### src/rtl/rambus_pkg.sv
// Shared types and default widths for the rambus port-B arbiter.
// Latency: n/a (types and constants only).
// Backpressure: n/a.
package rambus_pkg;

  localparam int ADR_W_DEF = 10;
  localparam int DAT_W     = 32;
  localparam int SEL_W     = 4;

  typedef enum logic [1:0] {
    ARB_IDLE  = 2'd0,
    ARB_BUSY  = 2'd1,
    ARB_ABORT = 2'd2
  } arb_state_e;

endpackage

### src/rtl/rambus_arbiter_rr_pick.sv
// Round-robin picker: first set request bit searching last+1, last+2, ... mod N_REQ.
// Latency: purely combinational.
// Backpressure: none; the caller decides when to register the result.
module rr_pick #(
  parameter int N_REQ = 4,
  parameter int IDX_W = $clog2(N_REQ)
) (
  input  logic [N_REQ-1:0] req_i,
  input  logic [IDX_W-1:0] last_i,
  output logic [N_REQ-1:0] gnt_o,
  output logic [IDX_W-1:0] idx_o,
  output logic             any_o
);

  logic [IDX_W-1:0] k;

  // Walk the ring starting just after the last winner; the last winner is checked last.
  always_comb begin
    gnt_o = '0;
    idx_o = '0;
    any_o = 1'b0;
    k     = '0;
    for (int off = 1; off <= N_REQ; off++) begin
      k = IDX_W'((int'(last_i) + off) % N_REQ);
      if (!any_o && req_i[k]) begin
        any_o    = 1'b1;
        gnt_o[k] = 1'b1;
        idx_o    = k;
      end
    end
  end

endmodule

### src/rtl/rambus_arbiter.sv
// Round-robin arbiter sharing the OpenRAM port-B Wishbone bus among N_REQ masters.
// Latency: 1 cycle request->downstream cyc/stb; ack/read data pass through combinationally.
// Backpressure: losers simply hold cyc/stb; a watchdog aborts a granted cycle that never gets ack.
module rambus_arbiter
  import rambus_pkg::*;
#(
  parameter int N_REQ   = 4,
  parameter int ADR_W   = ADR_W_DEF,
  parameter int TIMEOUT = 16
) (
  input  logic                   wb_clk_i,
  input  logic                   wb_rst_ni,
  input  logic [N_REQ-1:0]       req_en_i,
  input  logic [N_REQ-1:0]       req_cyc_i,
  input  logic [N_REQ-1:0]       req_stb_i,
  input  logic [N_REQ-1:0]       req_we_i,
  input  logic [SEL_W*N_REQ-1:0] req_sel_i,
  input  logic [ADR_W*N_REQ-1:0] req_adr_i,
  input  logic [DAT_W*N_REQ-1:0] req_dat_i,
  output logic [N_REQ-1:0]       req_ack_o,
  output logic [N_REQ-1:0]       req_err_o,
  output logic [DAT_W-1:0]       req_dat_o,
  output logic                   rambus_wb_clk_o,
  output logic                   rambus_wb_rst_o,
  output logic                   rambus_wb_cyc_o,
  output logic                   rambus_wb_stb_o,
  output logic                   rambus_wb_we_o,
  output logic [SEL_W-1:0]       rambus_wb_sel_o,
  output logic [ADR_W-1:0]       rambus_wb_adr_o,
  output logic [DAT_W-1:0]       rambus_wb_dat_o,
  input  logic                   rambus_wb_ack_i,
  input  logic [DAT_W-1:0]       rambus_wb_dat_i,
  output logic [N_REQ-1:0]       grant_o,
  output logic [7:0]             timeout_cnt_o
);

  localparam int IDX_W = $clog2(N_REQ);

  arb_state_e       state_q, state_d;
  logic [N_REQ-1:0] grant_q, grant_d;
  logic [N_REQ-1:0] err_q, err_d;
  logic [IDX_W-1:0] last_q, last_d;
  logic [7:0]       wd_q, wd_d;
  logic [7:0]       tcnt_q, tcnt_d;
  logic [7:0]       wd_inc;

  logic [N_REQ-1:0] req_vld;
  logic [N_REQ-1:0] pick_gnt;
  logic [IDX_W-1:0] pick_idx;
  logic             pick_any;

  logic             busy;
  logic             g_cyc;
  logic             g_stb;

  logic [SEL_W-1:0] sel_a [N_REQ];
  logic [ADR_W-1:0] adr_a [N_REQ];
  logic [DAT_W-1:0] dat_a [N_REQ];

  for (genvar g = 0; g < N_REQ; g++) begin : g_unpack
    assign sel_a[g] = req_sel_i[g*SEL_W +: SEL_W];
    assign adr_a[g] = req_adr_i[g*ADR_W +: ADR_W];
    assign dat_a[g] = req_dat_i[g*DAT_W +: DAT_W];
  end

  assign req_vld = req_en_i & req_cyc_i & req_stb_i;

  rr_pick #(
    .N_REQ (N_REQ),
    .IDX_W (IDX_W)
  ) u_pick (
    .req_i  (req_vld),
    .last_i (last_q),
    .gnt_o  (pick_gnt),
    .idx_o  (pick_idx),
    .any_o  (pick_any)
  );

  // While BUSY, last_q holds the granted index, so it doubles as the mux select.
  assign busy  = (state_q == ARB_BUSY);
  assign g_cyc = busy & req_en_i[last_q] & req_cyc_i[last_q];
  assign g_stb = busy & req_en_i[last_q] & req_stb_i[last_q];

  assign rambus_wb_clk_o = wb_clk_i;
  assign rambus_wb_rst_o = ~wb_rst_ni;
  assign rambus_wb_cyc_o = g_cyc;
  assign rambus_wb_stb_o = g_stb;
  assign rambus_wb_we_o  = busy & req_we_i[last_q];
  assign rambus_wb_sel_o = busy ? sel_a[last_q] : '0;
  assign rambus_wb_adr_o = busy ? adr_a[last_q] : '0;
  assign rambus_wb_dat_o = busy ? dat_a[last_q] : '0;

  assign req_ack_o     = grant_q & {N_REQ{busy & rambus_wb_ack_i}};
  assign req_err_o     = err_q;
  assign req_dat_o     = rambus_wb_dat_i;
  assign grant_o       = grant_q;
  assign timeout_cnt_o = tcnt_q;
  assign wd_inc        = wd_q + 8'd1;

  // Next-state: arbitrate in IDLE, track release and watchdog in BUSY, one dead cycle in ABORT.
  always_comb begin
    state_d = state_q;
    grant_d = grant_q;
    last_d  = last_q;
    wd_d    = wd_q;
    tcnt_d  = tcnt_q;
    err_d   = '0;
    case (state_q)
      ARB_IDLE: begin
        if (pick_any) begin
          state_d = ARB_BUSY;
          grant_d = pick_gnt;
          last_d  = pick_idx;
          wd_d    = '0;
        end
      end
      ARB_BUSY: begin
        if (!g_cyc) begin
          state_d = ARB_IDLE;
          grant_d = '0;
          wd_d    = '0;
        end else if (rambus_wb_ack_i || !g_stb) begin
          // An ack in the would-be timeout cycle wins over the abort.
          wd_d = '0;
        end else if (wd_inc == 8'(TIMEOUT)) begin
          state_d = ARB_ABORT;
          grant_d = '0;
          wd_d    = '0;
          err_d   = grant_q;
          if (tcnt_q != 8'hFF) begin
            tcnt_d = tcnt_q + 8'd1;
          end
        end else begin
          wd_d = wd_inc;
        end
      end
      ARB_ABORT: begin
        state_d = ARB_IDLE;
      end
      default: begin
        state_d = ARB_IDLE;
        grant_d = '0;
      end
    endcase
  end

  // State registers; reset makes the next search start at requester 0.
  always_ff @(posedge wb_clk_i or negedge wb_rst_ni) begin
    if (!wb_rst_ni) begin
      state_q <= ARB_IDLE;
      grant_q <= '0;
      err_q   <= '0;
      last_q  <= IDX_W'(N_REQ - 1);
      wd_q    <= '0;
      tcnt_q  <= '0;
    end else begin
      state_q <= state_d;
      grant_q <= grant_d;
      err_q   <= err_d;
      last_q  <= last_d;
      wd_q    <= wd_d;
      tcnt_q  <= tcnt_d;
    end
  end

endmodule
### config.mk
export PLATFORM = sky130hd
export DESIGN_NAME = rambus_arbiter
export DESIGN_NICKNAME = d
export VERILOG_FILES = /design/src/rtl/rambus_pkg.sv /design/src/rtl/rambus_arbiter_rr_pick.sv /design/src/rtl/rambus_arbiter.sv
export SDC_FILE = /design/constraint.sdc
export NUM_CORES = 1
export LEC_CHECK = 0
export CAP_MARGIN = 15
export CORE_AREA = 10 10 124 126
export DETAILED_ROUTE_END_ITERATION = 12
export DIE_AREA = 0 0 134 136
export DONT_BUFFER_PORTS = 1
export PLACE_DENSITY_LB_ADDON = 0.05
export SLEW_MARGIN = 20
export SYNTH_ARGS = -nofsm -noshare
export SYNTH_HDL_FRONTEND = slang
export SYNTH_SLANG_ARGS = --single-unit
### constraint.sdc
create_clock -name wb_clk_i -period 3.2 [get_ports wb_clk_i]
set_clock_uncertainty 0.05 [all_clocks]
set_input_delay 0.48 -clock wb_clk_i [delete_from_list [all_inputs] [get_ports wb_clk_i]]
set_output_delay 0.48 -clock wb_clk_i [all_outputs]
set_load 0.01 [all_outputs]
## Word-level counts from Yosys, hierarchy flattened

Index checks and enable logic that the tools add are counted.

- Bits in registers: 28
- Bits of input ports: 235
- Output and inout port bits: 103
- Word-level logic and storage cells: 130

- Add/sub/neg operators: 6
- Magnitude comparators: 10
- Equality and inequality tests: 7
- Muxes and demuxes: 67
- Bitwise gates (word level): 15
- Reduce and logical (&&, ||, !) cells: 19

Operators with widths:

| kind | number |
|---|---|
| 2-to-1 mux 32 bit | 3 |
| binary-select mux 32 bit (select 2 bit) | 1 |
| 2-to-1 mux 4 bit | 15 |
| 2-to-1 mux 8 bit | 4 |
| 2-to-1 mux 10 bit | 3 |
| binary-select mux 10 bit (select 2 bit) | 1 |
| adder 8 x 1 -> 8 bit, second input constant | 2 |
| binary-select mux 1 bit (select 2 bit) | 8 |
| 2-to-1 mux 1 bit | 16 |
| 2-to-1 mux 2 bit | 8 |
| case mux 8 bit (2 select lines) | 1 |
| < comparator 2 x 3 -> 1 bit, second input constant | 5 |
| bitwise AND 4 bit | 3 |
| bitwise OR 4 bit | 3 |
| case mux 4 bit (3 select lines) | 1 |
| binary-select mux 4 bit (select 2 bit) | 1 |
| demux 1 bit (select 2 bit) | 4 |
| == test 8 x 5 -> 1 bit, second input constant | 1 |
| >= comparator 2 x 1 -> 1 bit, second input constant | 4 |
| inequality test 8 bit, second input constant | 1 |
| logical AND 1 bit | 7 |
| bitwise AND 1 bit | 5 |
| AND reduction 5 bit | 1 |
| adder 2 x 1 -> 2 bit, second input constant | 2 |
| 17 further kinds | 24 |

## Longest topological paths before layout

- Word-level depth: 16
- Depth in mapped cells: 8
- Depth with buffers taken out: 7

## Hierarchy

Synthesis repeated with hierarchy kept, for this count alone.

- Cell total of the unflattened synthesis: 377
- Area, all modules: 3906.2 µm²

Modules (own cells, without submodules):

| module | times used | cells each | area each (µm²) | sequential area each (µm²) |
|---|---|---|---|---|
| rambus_arbiter | 1 | 291 | 3276.9 | 703.2 |
| rr_pick | 1 | 86 | 629.4 | 0.0 |

==> flow_summary.ini <==
[hold_path]
holdPathEnd = state_q[1]
hp-start = rambus_wb_ack_i
hold_depth = 3
hp-class = primary input to flop

[timing]
worst_pin_slew_ns = 0.6135
slew_headroom = 0.5910
final.period_utilization = 0.8768
whs_ns = 0.4088
fin_setup_tns_ns = 0
fmax_ghz = 0.3564
hold_violations = 0
setup_viol = 0
period_minus_slack_ns = 2.806
maxSlewViolCount = 0
rsz0062_at_grt = false

[route]
vias = 2772
wire_per_inst_um = 31.18
drc = 0
dr.pass1.iters = 4
vias_per_cell = 5.727
postRouteAntennaNets = 0
drtIter0Drc = 178
wirelength_um = 15090

[yosys]
syn_avg_cell_area_um2 = 10.46
yosysTopAreaCell = mux4_2
syn-num-nets = 593
synth_ff_type = dfrtp_1
synth_top_area_share = 0.3033
yosys_warnings = 0
synthesis.instances = 348
ys_top_cells_by_area = mux4_2 (30%), dfrtp_1 (18%), and2_1 (9.3%)
ys_types = 49
async_reset_ff_frac = 1.000
ys_ff_latch = 28
synthesis.area_mm2 = 0.003638
synth_edf_count = 0
ys_seq_area_frac = 0.1933

[clocking]
cts-root-buf = clkbuf_16
post-cts-setup-buffers = 0
clock_latency_ns = 0.27
cts_sinks = 28
htree_levels = 1
hold_buffers = 2
cts_buffer_depth = 2
ctsResizeCount = 0
cts_tree = yes
cts_buffers = 3
clk_pin_slew_ns = 0.07

[finish]
diodes = 0
fill_cells = 1377
nets = 554
syn_to_final_growth_pct = 2.167
regArea_um2 = 706.9
drive_gt1_frac = 0.2662
multiInputGateArea_mm2 = 0.002565
fin_area_mm2 = 0.003717

[die]
dieArea_mm2 = 0.01822
rows = 42
fp.dieW_um = 134
ios = 338
die_y_um = 136
start_util = 0.2803
core_mm2 = 0.01298

[worst_setup_path]
rr_startpoint = last_q[0]
start_kind = flop
critPathMaxFanout = 35
regToRegSetupSlack_ns = 0.83
cp-startpoint = last_q[0]
r2r_end = timeout_cnt_o[1]
critPathKind = flop to primary output
worst-r2r-cell-count = 5
critPathCaptureType = primary output
cp.arrival_ns = 2.28
crit_required_ns = 2.67

[grt]
grt_max_degree = 39
antenna_found_initial = 0
grt_pass1_vias = 3085
grt_pass1_wl_um = 22060
grt.overflow.total = 0
grt_usage = 0.1589

[placed_design]
place_area_mm2 = 0.003582
post-dp-hpwl_um = 13100
gp_congestion = 0.8058
io_buffer_count = 0

[power_and_ir_drop]
power.density_mw_per_mm2 = 743.6
ir_drop_uv = 245.1
leakagePower_nw = 1.422

[status]
run_status = finished clean

[flow_run]
cap_violations = 0
[Yosys cell counts, drive strengths merged, types with 6 or more instances]
| cell type | number |
|---|---|
| mux4 | 51 |
| nand2 | 15 |
| inv | 8 |
| o21ai | 15 |
| nor2 | 15 |
| o211ai | 6 |
| nand2b | 6 |
| and2 | 54 |
| nand3 | 17 |
| buf | 41 |
| ha | 10 |
| and3 | 9 |
| clkbuf | 13 |
| a21oi | 13 |
| dfrtp | 26 |
[cell usage in the layout, fill, tap and decap left out, types with 3 or more instances in the layout]
cell and count:
buf_4 8, inv_1 7, mux2_2 3, and2_1 54, a32oi_1 4, ha_1 10, clkbuf_16 3, nand2b_1 3
and3_1 8, a211oi_2 3, o21ai_0 14, nand2_1 15, a21oi_1 13, o211ai_1 6, mux4_2 49, nand4_1 3
dfrtp_1 26, mux2i_1 5, nor2_1 14, xnor2_1 4, nand2b_4 3, nand3_1 16, nor3_1 3, xor2_1 5
[worst max path at each step]
stage	endpoint	slack (ns)	depth (start not counted)
2_1_floorplan	rambus_wb_adr_o[0]	0.94	4
6_report	rambus_wb_dat_o[30]	0.39	3
3_5_place_dp	rambus_wb_dat_o[30]	0.65	3
4_1_cts	rambus_wb_dat_o[30]	0.35	3
5_1_grt	rambus_wb_dat_o[9]	0.25	3
3_3_place_gp	rambus_wb_dat_o[30]	0.65	3
[per-stage QoR]
step | cells | setup WS (ns) | util | total power, W
final | 484 | 0.3944 | 0.2864 | 0.002764
after global placement | 478 | 0.6462 | 0.2760 | 0.002429
after global routing | 484 | 0.2531 | 0.2864 | 0.002996
after detailed placement | 478 | 0.6466 | 0.2760 | 0.002425
after floorplan | 348 | 0.9353 | - | 0.002130
after CTS | 484 | 0.3472 | 0.2864 | 0.002833
[worst max-delay path: stages (launching register included)]
cell and delay, ns:
dfstp_4 0.66, buf_4 0.51, mux4_2 0.59, and2_1 0.21
[per-layer routing]
layer | up-vias | routed length [µm] | GRT usage
met5 | - | 0 | 0
met4 | 0 | 87 | 0.02116
met3 | 8 | 2091 | 0.08450
met2 | 202 | 7452 | 0.2731
met1 | 1362 | 5461 | 0.1749
li1 | 1200 | - | -
[cell type report]
type | count | area share
multi-input cells | 258 | 0.6900
flip-flops and latches | 28 | 0.1902
well taps | 176 | 0.05924
repair buffers | 10 | 0.02423
inverters | 8 | 0.008078
clock buffers | 3 | 0.02020
clock inverters | 1 | 0.008078
[registers in the layout, indices dropped and copies added (netlist names)]
signal,flops
last_q,2
timeout_cnt_o,8
state_q,2
grant_o,4
req_err_o,4
wd_q,8
[cell families (layout without fill, tap and decap cells)]
| kind of cell | after synthesis | after routing | synth area share |
|---|---|---|---|
| AO/OA/AOI/OAI | 50 | 50 | 0.09010 |
| XOR/XNOR | 9 | 9 | 0.02166 |
| adder cells (fa/ha/maj) | 10 | 10 | 0.03439 |
| AND/OR/NAND/NOR | 130 | 130 | 0.2173 |
| flip-flops | 28 | 28 | 0.1933 |
| multiplexers | 59 | 59 | 0.3408 |
| buffers and inverters | 62 | 22 | 0.1025 |
[power by group]
part | switching (W) | internal [W] | total (W) | leakage, nW
clock | 0.000133 | 0.000250 | 0.000383 | 0.0511
sequential | 0.0000663 | 0.000405 | 0.000472 | 0.377
combinational | 0.00102 | 0.000892 | 0.00191 | 0.993
total | 0.00122 | 0.00155 | 0.00276 | 1.42
Note: power is estimated with default switching activity, not from simulation.
